File: src/rtl/fifo_stream_reader_if.sv
// Handshake bundle between fifo_stream_reader and its surroundings.
// The read side of an upstream FIFO (empty flag, read strobe, read data one cycle
// after the strobe) and the downstream valid/ready word stream with packet framing.
// Signal prefixes are from the reader's point of view: i_* into the reader, o_* out of it.
//   master : the reader itself
//   slave  : the FIFO plus downstream consumer driving/observing the reader
interface fifo_stream_reader_if #(
  parameter int unsigned DATA_W = 16
);
  logic              i_fifo_empty;
  logic              o_fifo_rd_en;
  logic [DATA_W-1:0] i_fifo_data;
  logic              o_valid;
  logic              i_ready;
  logic [DATA_W-1:0] o_data;
  logic              o_last;

  modport master (
    input  i_fifo_empty,
    input  i_fifo_data,
    input  i_ready,
    output o_fifo_rd_en,
    output o_valid,
    output o_data,
    output o_last
  );

  modport slave (
    output i_fifo_empty,
    output i_fifo_data,
    output i_ready,
    input  o_fifo_rd_en,
    input  o_valid,
    input  o_data,
    input  o_last
  );
endinterface

File: src/rtl/fifo_stream_reader.sv
// Reads fixed-length packets out of a FIFO with one-cycle read latency and presents
// them as a valid/ready word stream with an end-of-packet marker.
// Dropping i_enable never truncates a packet: reading continues to the packet boundary.
//   clk, rst      : clock, asynchronous active-low reset
//   i_enable      : fetch packets while high, stop at the next packet boundary when low
//   bus           : FIFO read side and output stream (fifo_stream_reader_if.master)
//   o_pkt_cnt     : completed packets, wraps at 16 bits
//   o_busy        : FSM active, read in flight or words buffered
module fifo_stream_reader #(
  parameter int unsigned DATA_W  = 16,
  parameter int unsigned PKT_LEN = 8
) (
  input  logic                 clk,
  input  logic                 rst,
  input  logic                 i_enable,
  fifo_stream_reader_if.master bus,
  output logic [15:0]          o_pkt_cnt,
  output logic                 o_busy
);

  localparam int unsigned     IdxW    = (PKT_LEN > 2) ? $clog2(PKT_LEN) : 1;
  localparam logic [IdxW-1:0] IdxLast = IdxW'(PKT_LEN - 1);

  typedef enum logic [1:0] {StIdle, StRun, StFinish} state_e;

  state_e            state_q, state_d;
  logic [1:0]        occ_q, occ_d;
  logic              inflight_q, inflight_d;
  logic [DATA_W-1:0] head_q, head_d;
  logic [DATA_W-1:0] tail_q, tail_d;
  logic [IdxW-1:0]   rd_idx_q, rd_idx_d;
  logic [IdxW-1:0]   out_idx_q, out_idx_d;
  logic [15:0]       pkt_cnt_q, pkt_cnt_d;

  logic       read_allowed;
  logic       rd_en;
  logic       valid;
  logic       pop;
  logic       push;
  logic [2:0] pending;

  assign valid   = (occ_q != 2'd0);
  assign pop     = valid && bus.i_ready;
  assign push    = inflight_q;
  assign pending = {1'b0, occ_q} + {2'b00, inflight_q};

  // State register
  always_ff @(posedge clk or negedge rst) begin
    if (!rst) begin
      state_q <= StIdle;
    end else begin
      state_q <= state_d;
    end
  end

  // Next-state logic
  always_comb begin
    state_d = state_q;
    unique case (state_q)
      StIdle: begin
        if (i_enable) state_d = StRun;
      end
      StRun: begin
        if (!i_enable) state_d = (rd_idx_q == '0) ? StIdle : StFinish;
      end
      StFinish: begin
        if (rd_en && (rd_idx_q == IdxLast)) state_d = StIdle;
      end
      default: state_d = StIdle;
    endcase
  end

  // FSM outputs. A slot is free if the words already owned (buffered + in flight)
  // minus the one leaving this cycle leave room in the two-entry buffer; the pop term
  // makes this a combinational path from i_ready, which buys full throughput.
  always_comb begin
    read_allowed = 1'b0;
    unique case (state_q)
      StRun:    read_allowed = i_enable;
      StFinish: read_allowed = 1'b1;
      default:  read_allowed = 1'b0;
    endcase
    rd_en = read_allowed && !bus.i_fifo_empty && (pending < (3'd2 + {2'b00, pop}));
  end

  // Buffer and counter next-state. Head is the output word; tail only used when occ=2.
  always_comb begin
    occ_d      = occ_q;
    head_d     = head_q;
    tail_d     = tail_q;
    inflight_d = rd_en;
    rd_idx_d   = rd_idx_q;
    out_idx_d  = out_idx_q;
    pkt_cnt_d  = pkt_cnt_q;

    case ({push, pop})
      2'b10: begin
        if (occ_q == 2'd0) head_d = bus.i_fifo_data;
        else               tail_d = bus.i_fifo_data;
        occ_d = occ_q + 2'd1;
      end
      2'b01: begin
        head_d = tail_q;
        occ_d  = occ_q - 2'd1;
      end
      2'b11: begin
        if (occ_q == 2'd1) begin
          head_d = bus.i_fifo_data;
        end else begin
          head_d = tail_q;
          tail_d = bus.i_fifo_data;
        end
      end
      default: ;
    endcase

    if (rd_en) rd_idx_d = (rd_idx_q == IdxLast) ? '0 : rd_idx_q + IdxW'(1);

    if (pop) begin
      out_idx_d = (out_idx_q == IdxLast) ? '0 : out_idx_q + IdxW'(1);
      if (out_idx_q == IdxLast) pkt_cnt_d = pkt_cnt_q + 16'd1;
    end
  end

  // inflight clears on reset, so a word returned just after release is never captured
  always_ff @(posedge clk or negedge rst) begin
    if (!rst) begin
      occ_q      <= 2'd0;
      inflight_q <= 1'b0;
      head_q     <= '0;
      tail_q     <= '0;
      rd_idx_q   <= '0;
      out_idx_q  <= '0;
      pkt_cnt_q  <= 16'd0;
    end else begin
      occ_q      <= occ_d;
      inflight_q <= inflight_d;
      head_q     <= head_d;
      tail_q     <= tail_d;
      rd_idx_q   <= rd_idx_d;
      out_idx_q  <= out_idx_d;
      pkt_cnt_q  <= pkt_cnt_d;
    end
  end

  assign bus.o_fifo_rd_en = rd_en;
  assign bus.o_valid      = valid;
  assign bus.o_data       = valid ? head_q : '0;
  assign bus.o_last       = valid && (out_idx_q == IdxLast);
  assign o_pkt_cnt        = pkt_cnt_q;
  assign o_busy           = (state_q != StIdle) || inflight_q || (occ_q != 2'd0);

  // The read gating must make a returning word with a full, stalled buffer impossible
  a_no_overflow : assert property (@(posedge clk) disable iff (!rst)
    !(inflight_q && (occ_q == 2'd2) && !pop));

endmodule
File: src/flat_wrapper.sv
// flat-port wrapper written by rule: the top's interface ports become plain ports
module fifo_stream_reader_flat 
#(
  parameter int unsigned DATA_W  = 16,
  parameter int unsigned PKT_LEN = 8
)
  (clk, rst, i_enable, o_pkt_cnt, o_busy, bus_i_fifo_empty, bus_i_fifo_data, bus_i_ready, bus_o_fifo_rd_en, bus_o_valid, bus_o_data, bus_o_last);
  fifo_stream_reader_if #(.DATA_W(DATA_W)) bus_i ();
  input  logic clk;
  input  logic rst;
  input  logic i_enable;
  output logic [15:0] o_pkt_cnt;
  output logic o_busy;
  input wire logic [$bits(bus_i.i_fifo_empty)-1:0] bus_i_fifo_empty;
  input wire logic [$bits(bus_i.i_fifo_data)-1:0] bus_i_fifo_data;
  input wire logic [$bits(bus_i.i_ready)-1:0] bus_i_ready;
  output wire logic [$bits(bus_i.o_fifo_rd_en)-1:0] bus_o_fifo_rd_en;
  output wire logic [$bits(bus_i.o_valid)-1:0] bus_o_valid;
  output wire logic [$bits(bus_i.o_data)-1:0] bus_o_data;
  output wire logic [$bits(bus_i.o_last)-1:0] bus_o_last;
  assign bus_i.i_fifo_empty = bus_i_fifo_empty;
  assign bus_i.i_fifo_data = bus_i_fifo_data;
  assign bus_i.i_ready = bus_i_ready;
  assign bus_o_fifo_rd_en = bus_i.o_fifo_rd_en;
  assign bus_o_valid = bus_i.o_valid;
  assign bus_o_data = bus_i.o_data;
  assign bus_o_last = bus_i.o_last;
  fifo_stream_reader #(.DATA_W(DATA_W), .PKT_LEN(PKT_LEN)) u_core (.clk(clk), .rst(rst), .i_enable(i_enable), .bus(bus_i), .o_pkt_cnt(o_pkt_cnt), .o_busy(o_busy));
endmodule
File: config.mk
export PLATFORM = sky130hd
export DESIGN_NAME = fifo_stream_reader_flat
export DESIGN_NICKNAME = d
export VERILOG_FILES = /design/src/rtl/fifo_stream_reader_if.sv /design/src/rtl/fifo_stream_reader.sv /design/src/flat_wrapper.sv
export SDC_FILE = /design/constraint.sdc
export NUM_CORES = 1
export LEC_CHECK = 0
export BUFFER_PORTS_ARGS = -buffer_cell sky130_fd_sc_hd__buf_2
export CELL_PAD_IN_SITES_DETAIL_PLACEMENT = 1
export CELL_PAD_IN_SITES_GLOBAL_PLACEMENT = 2
export CORE_MARGIN = 8
export CORE_UTILIZATION = 35
export CTS_CLUSTER_DIAMETER = 150
export DETAILED_ROUTE_END_ITERATION = 10
export GPL_TIMING_DRIVEN = 0
export HOLD_SLACK_MARGIN = 0.06
export MAX_ROUTING_LAYER = met4
export PLACE_DENSITY = 0.85
export SETUP_SLACK_MARGIN = 0.05
export SLEW_MARGIN = 20
export SYNTH_ARGS = -nofsm -noshare
export SYNTH_HDL_FRONTEND = slang
export SYNTH_SLANG_ARGS = --single-unit
File: constraint.sdc
create_clock -name clk -period 3.4 [get_ports clk]
set_input_delay 0.17 -clock clk [delete_from_list [all_inputs] [get_ports clk]]
set_output_delay 0.17 -clock clk [all_outputs]
set_load 0.03 [all_outputs]
* Word-level counts from Yosys, hierarchy flattened
Index checks and enable logic that the tools add are counted.
Storage, ports and cells: logic and storage cells 66, register bits 59
Cells by class: order comparisons 1, add/subtract/negate cells 7, muxes and demuxes 16, equal/unequal tests 14, reductions and logical operators 20
Operator list (count):
- $mux W16 | 5
- $pmux W16 S3 | 1
- $pmux W16 S2 | 1
- $add A16 B1 Y16 const B | 1
- $mux W2 | 4
- $ne A2 B2 Y1 const B | 4
- $reduce_bool A2 Y1 | 4
- $add A3 B1 Y3 const B | 2
- $eq A2 B1 Y1 const B | 3
- $eq A2 B2 Y1 const B | 3
- $eq A3 B3 Y1 const B | 2
- $mux W3 | 2
- $pmux W2 S3 | 1
- $reduce_and A3 Y1 | 2
- $logic_and A1 B1 Y1 | 5
- $logic_not A2 Y1 | 2
- $ne A2 B1 Y1 const B | 2
- $pmux W2 S2 | 1
- $reduce_and A2 Y1 | 2
- $add A2 B1 Y3 | 1
- $add A2 B1 Y3 const A | 1
- $logic_not A3 Y1 | 1
- $lt A3 B3 Y1 | 1
- $reduce_bool A3 Y1 | 1
- other kinds (5) | 6

* Depth between registers and ports, before layout
depth in word-level cells 8, depth in mapped cells 11

* Worst setup path after synthesis
Ideal clock, no wire load.
path type reg-to-reg, start register u_core.occ_q[0], end register u_core.tail_q[10], data required time 3.275 ns, stages on the path, launching flop included 12, arrival 2.289 ns, library setup time 0.125 ns, slack 0.986 ns, cell sequence dfrtp_1 inv_1 ha_1 and2b_2 buf_2 inv_1 ha_1 nand2_1 o21ai_0 a21oi_2 buf_2 mux2_2
Between the ends: longest elaborated chain between the ends 5, elaborated cells on any way between the ends 11
Ends and longest elaborated chain:
- start: declaration | RTL line fifo_stream_reader.sv:27 | logic [1:0] occ_q, occ_d;
- start signal: assignment | RTL line fifo_stream_reader.sv:128 | occ_q <= 2'd0;
- start signal: assignment | RTL line fifo_stream_reader.sv:136 | occ_q <= occ_d;
- $reduce_bool A2 Y1 * | RTL line fifo_stream_reader.sv:42 | assign valid = (occ_q != 2'd0);
- $logic_and A1 B1 Y1 * | RTL line fifo_stream_reader.sv:43 | assign pop = valid && bus.i_ready;
- via u_core.pop | RTL line fifo_stream_reader.sv:38 | logic pop;
- $eq A2 B2 Y1 | RTL line fifo_stream_reader.sv:96 | case ({push, pop})
- $ne A2 B2 Y1 (no source line) / $reduce_bool A2 Y1 (equally long branches)
- $reduce_and A3 Y1 (no source line)
- end signal: assignment | RTL line fifo_stream_reader.sv:139 | tail_q <= tail_d;
- end: declaration | RTL line fifo_stream_reader.sv:30 | logic [DATA_W-1:0] tail_q, tail_d;
Mark *: on every way through the listed nets, which the timed path passes. The rest lies on a longest branch. A chain may end at the register's enable or synchronous reset.

* Worst setup path in the final report
start register u_core.occ_q[0], end register u_core.head_q[1]
Between the ends: longest elaborated chain between the ends 5, elaborated cells on any way between the ends 12
Ends and longest elaborated chain:
- $reduce_bool A2 Y1 * | RTL line fifo_stream_reader.sv:42
- $logic_and A1 B1 Y1 * | RTL line fifo_stream_reader.sv:43
- via u_core.pop | RTL line fifo_stream_reader.sv:38
- $eq A2 B2 Y1 / $eq A2 B1 Y1 (equally long branches) | RTL line fifo_stream_reader.sv:96
- $ne A2 B1 Y1 (no source line) / $reduce_bool A3 Y1 (equally long branches)
- $reduce_and A2 Y1 (no source line)
- end signal: assignment | RTL line fifo_stream_reader.sv:130 | head_q <= '0;
- end signal: assignment | RTL line fifo_stream_reader.sv:138 | head_q <= head_d;
- end: declaration | RTL line fifo_stream_reader.sv:29 | logic [DATA_W-1:0] head_q, head_d;
Marks and branches as above.

==> results.cfg <==
[run_status]
status = completed

[sta]
max_freq_ghz = 0.3422
max_slew.worst_pin.slew_ns = 0.7757
fin_hold_ws_ns = 0.07984
final_report_hold_violation_count = 0
final-max-slew-violation-count = 0
timing.final.setup_violations = 0
layout_worst_path_cycle_share = 0.8595
rsz_0062_raised_after_global_routing = no
layout_min_cycle_time_ns = 2.922
finalSetupTns_ns = 0
worst_clock_skew_ns = 0.01036
max-slew-margin-rel = 0.4829

[final_layout]
drive_gt1_frac = 0.3213
non_filler_instance_count_after_layout = 438
areaGrowthSynthToFinish_pct = 22.84
nets = 365
antenna-diode-count = 0
layout.cells.most_common_list = sky130_fd_sc_hd__buf_2 (59), sky130_fd_sc_hd__dfrtp_1 (59), sky130_fd_sc_hd__nand2_1 (26), sky130_fd_sc_hd__o21ai_0 (21), sky130_fd_sc_hd__mux2_2 (20)
fillerInstances = 939

[yosys]
async_reset_ff_frac = 1.000
synth.yosys.seq_area_share = 0.5067
synth_nets = 297
synth.lib_cells_used.distinct = 39
synth_area_leader_cell = sky130_fd_sc_hd__dfrtp_1
syn_avg_cell_area_um2 = 11.21
synth-warning-count = 0
yosys_register_bits = 59
synth.area.top_cells = sky130_fd_sc_hd__dfrtp_1 (51%), sky130_fd_sc_hd__mux2_2 (7.7%), sky130_fd_sc_hd__ha_1 (6.9%)
yosysTopAreaCellShare = 0.5067
synth_instances = 260
synth.cell_area_um2 = 2914
synth_ff_type = sky130_fd_sc_hd__dfrtp_1
synth_enable_flop_cells = 0

[grt]
grt_pass1_vias = 2309
maximum_number_of_pins_on_one_net_before_global_route_repair = 60
antenna_found_initial = 0
track_usage = 0.1326
grt_first_pass_wirelength_um = 11620
remaining_overflow_grt = 0

[floorplanning]
placementRows = 33
io_pins = 57
fp.dieW_um = 107.2
floorplan.initialDensity = 0.3583
die_h_um = 107.2
floorplan.core_area_um2 = 8134
die_area_um2 = 11500

[critical_path]
critical_path_source_type = flip-flop
worst_path_largest_cell_delay_ns = 0.61
regToRegEndpoint = u_core.head_q[1]
critical_path.slowest_cell = sky130_fd_sc_hd__mux2i_1
ff2ff_setup_slack_ns = 0.48
worst_setup_path_startpoint = u_core.occ_q[0]
cp_max_fo = 10
critPathCaptureType = flip-flop
setup.worst_path.class = reg -> reg
timing.critical_path.cells = inv_1 -> ha_1 -> and2b_2 -> buf_2 -> ha_1 -> mux2i_1 -> clkbuf_1 -> a22oi_1 -> o21ai_0
worst_ep_required_time_ns = 3.65
critPathMostFrequentCell = sky130_fd_sc_hd__ha_1
worst-path-buf-inv = 3
r2r.worst_path.cells = 9
cp_data_arrival_time_ns = 3.17
timing.critical_path.max_delay_family = buffers and inverters
worstReg2RegStart = u_core.occ_q[0]

[placed_design]
portBuffers = 56
numPlacedInstances = 421
post-dp-hpwl_um = 5020
globalplace.congestion = 0.7338

[hold_path]
min_to = u_core.tail_q[8]
worstHoldStart = bus_i_fifo_data[8]
min_path_type = in -> reg
timing.hold.worst_path_depth = 2

[detailed_routing]
wirelength_um = 6890
remaining_drc_errors = 0
number_of_drc_markers_in_iteration_0 = 64
antenna_left = 0
firstDrtPassIters = 4
dr_vias_cell = 4.863
wl_per_cell_um = 15.73
dr_total_vias = 2130

[power_and_ir_drop]
total_power_consumption_of_the_routed_design_uw = 3249
worst_ir_drop_vdd_mv = 0.3511
p_leak_uw = 0.001754
power_density_nw_per_um2 = 907.6

[clocking]
tritoncts = done
cts_root_buf = sky130_fd_sc_hd__clkbuf_8
h-tree-depth = 3
post_cts_resized = 0
cts.path.max_buffers = 2
cts_sink_count = 59
clk_pin_slew_ns = 0.07
worst_skew_pair.late_latency_ns = 0.33
cts_inserted_buffers = 9

[run]
maxCapViolCount = 0
through the flow:
| step | worst slack, ns | cell area (µm²) | utilization |
|---|---|---|---|
| finish | 0.4779 | 3580 | 0.4401 |
| global route | 0.1196 | 3580 | 0.4401 |
| detailed placement | 0.4496 | 3328 | 0.4092 |
| CTS | 0.4452 | 3580 | 0.4401 |
| global placement | 0.5378 | 3326 | 0.4089 |
| floorplan | 0.9864 | 2914 | - |
timing repair:
| action | CTS | global route |
|---|---|---|
| setup buffers | 0 | 0 |
| endpoints found under the hold margin | 59 | 0 |
| hold buffers | 1 | 0 |
per-layer routing:
metal,GRT usage,wire length (µm)
met2,0.2026,3243
met4,0.06935,121
met3,0.02999,379
met1,0.1603,3145
met5,-,0
how the worst max path moves through the flow:
stage,to,slack (ns),depth (start not counted)
2_1_floorplan,u_core.tail_q[10],0.99,11
3_3_place_gp,u_core.head_q[1],0.54,9
3_5_place_dp,u_core.head_q[1],0.45,9
4_1_cts,u_core.head_q[1],0.45,9
5_1_grt,u_core.head_q[1],0.12,9
6_report,u_core.head_q[1],0.48,9
synth_stat cells (2+ instances only):
| cell type | n |
|---|---|
| sky130_fd_sc_hd__a21oi_1 | 2 |
| sky130_fd_sc_hd__inv_1 | 15 |
| sky130_fd_sc_hd__nor2_1 | 8 |
| sky130_fd_sc_hd__nand4_1 | 4 |
| sky130_fd_sc_hd__dfrtp_1 | 59 |
| sky130_fd_sc_hd__buf_2 | 4 |
| sky130_fd_sc_hd__nand2_1 | 26 |
| sky130_fd_sc_hd__a22oi_1 | 17 |
| sky130_fd_sc_hd__o21ai_0 | 21 |
| sky130_fd_sc_hd__clkbuf_1 | 4 |
| sky130_fd_sc_hd__ha_1 | 16 |
| sky130_fd_sc_hd__xnor2_1 | 12 |
| sky130_fd_sc_hd__mux2_2 | 20 |
| sky130_fd_sc_hd__nand3_1 | 6 |
| sky130_fd_sc_hd__nor2b_1 | 18 |
| sky130_fd_sc_hd__xor2_1 | 5 |
kinds of logic after synthesis:
kind of cell             after synthesis  share of synthesized area
AO/OA/AOI/OAI                         48                     0.1125
XOR/XNOR                              17                    0.05109
adder cells (fa/ha/maj)               16                    0.06870
buffers and inverters                 24                    0.03306
flip-flops                            59                     0.5067
multiplexers                          22                    0.08587
AND/OR/NAND/NOR                       74                     0.1421
area by class of cell:
type	instances	area, µm²	area share
inverter	15	56.30	0.01573
sequential	59	1476	0.4124
buffer	9	40.04	0.01118
tap	105	131.4	0.03670
clock inverter	5	100.1	0.02796
clock buffer	11	141.4	0.03950
timing repair buffer	57	292.8	0.08179
multi-input combinational	177	1341	0.3747
registers in the layout, summed over array words and instances (netlist names):
signal,flops
u_core.inflight_q,1
u_core.state_q,2
u_core.occ_q,2
u_core.rd_idx_q,3
u_core.head_q,16
u_core.out_idx_q,3
u_core.tail_q,16
u_core.o_pkt_cnt,16
report_power, final:
part / switching (µW) / total [µW] / leakage [µW] / internal [µW]
clock network: 285 / 790 / 0.000123 / 505
registers: 153 / 1110 / 0.000740 / 957
logic: 820 / 1350 / 0.000890 / 529
total: 1260 / 3250 / 0.00175 / 1990
No activity file was read; power rests on OpenSTA's default activity.
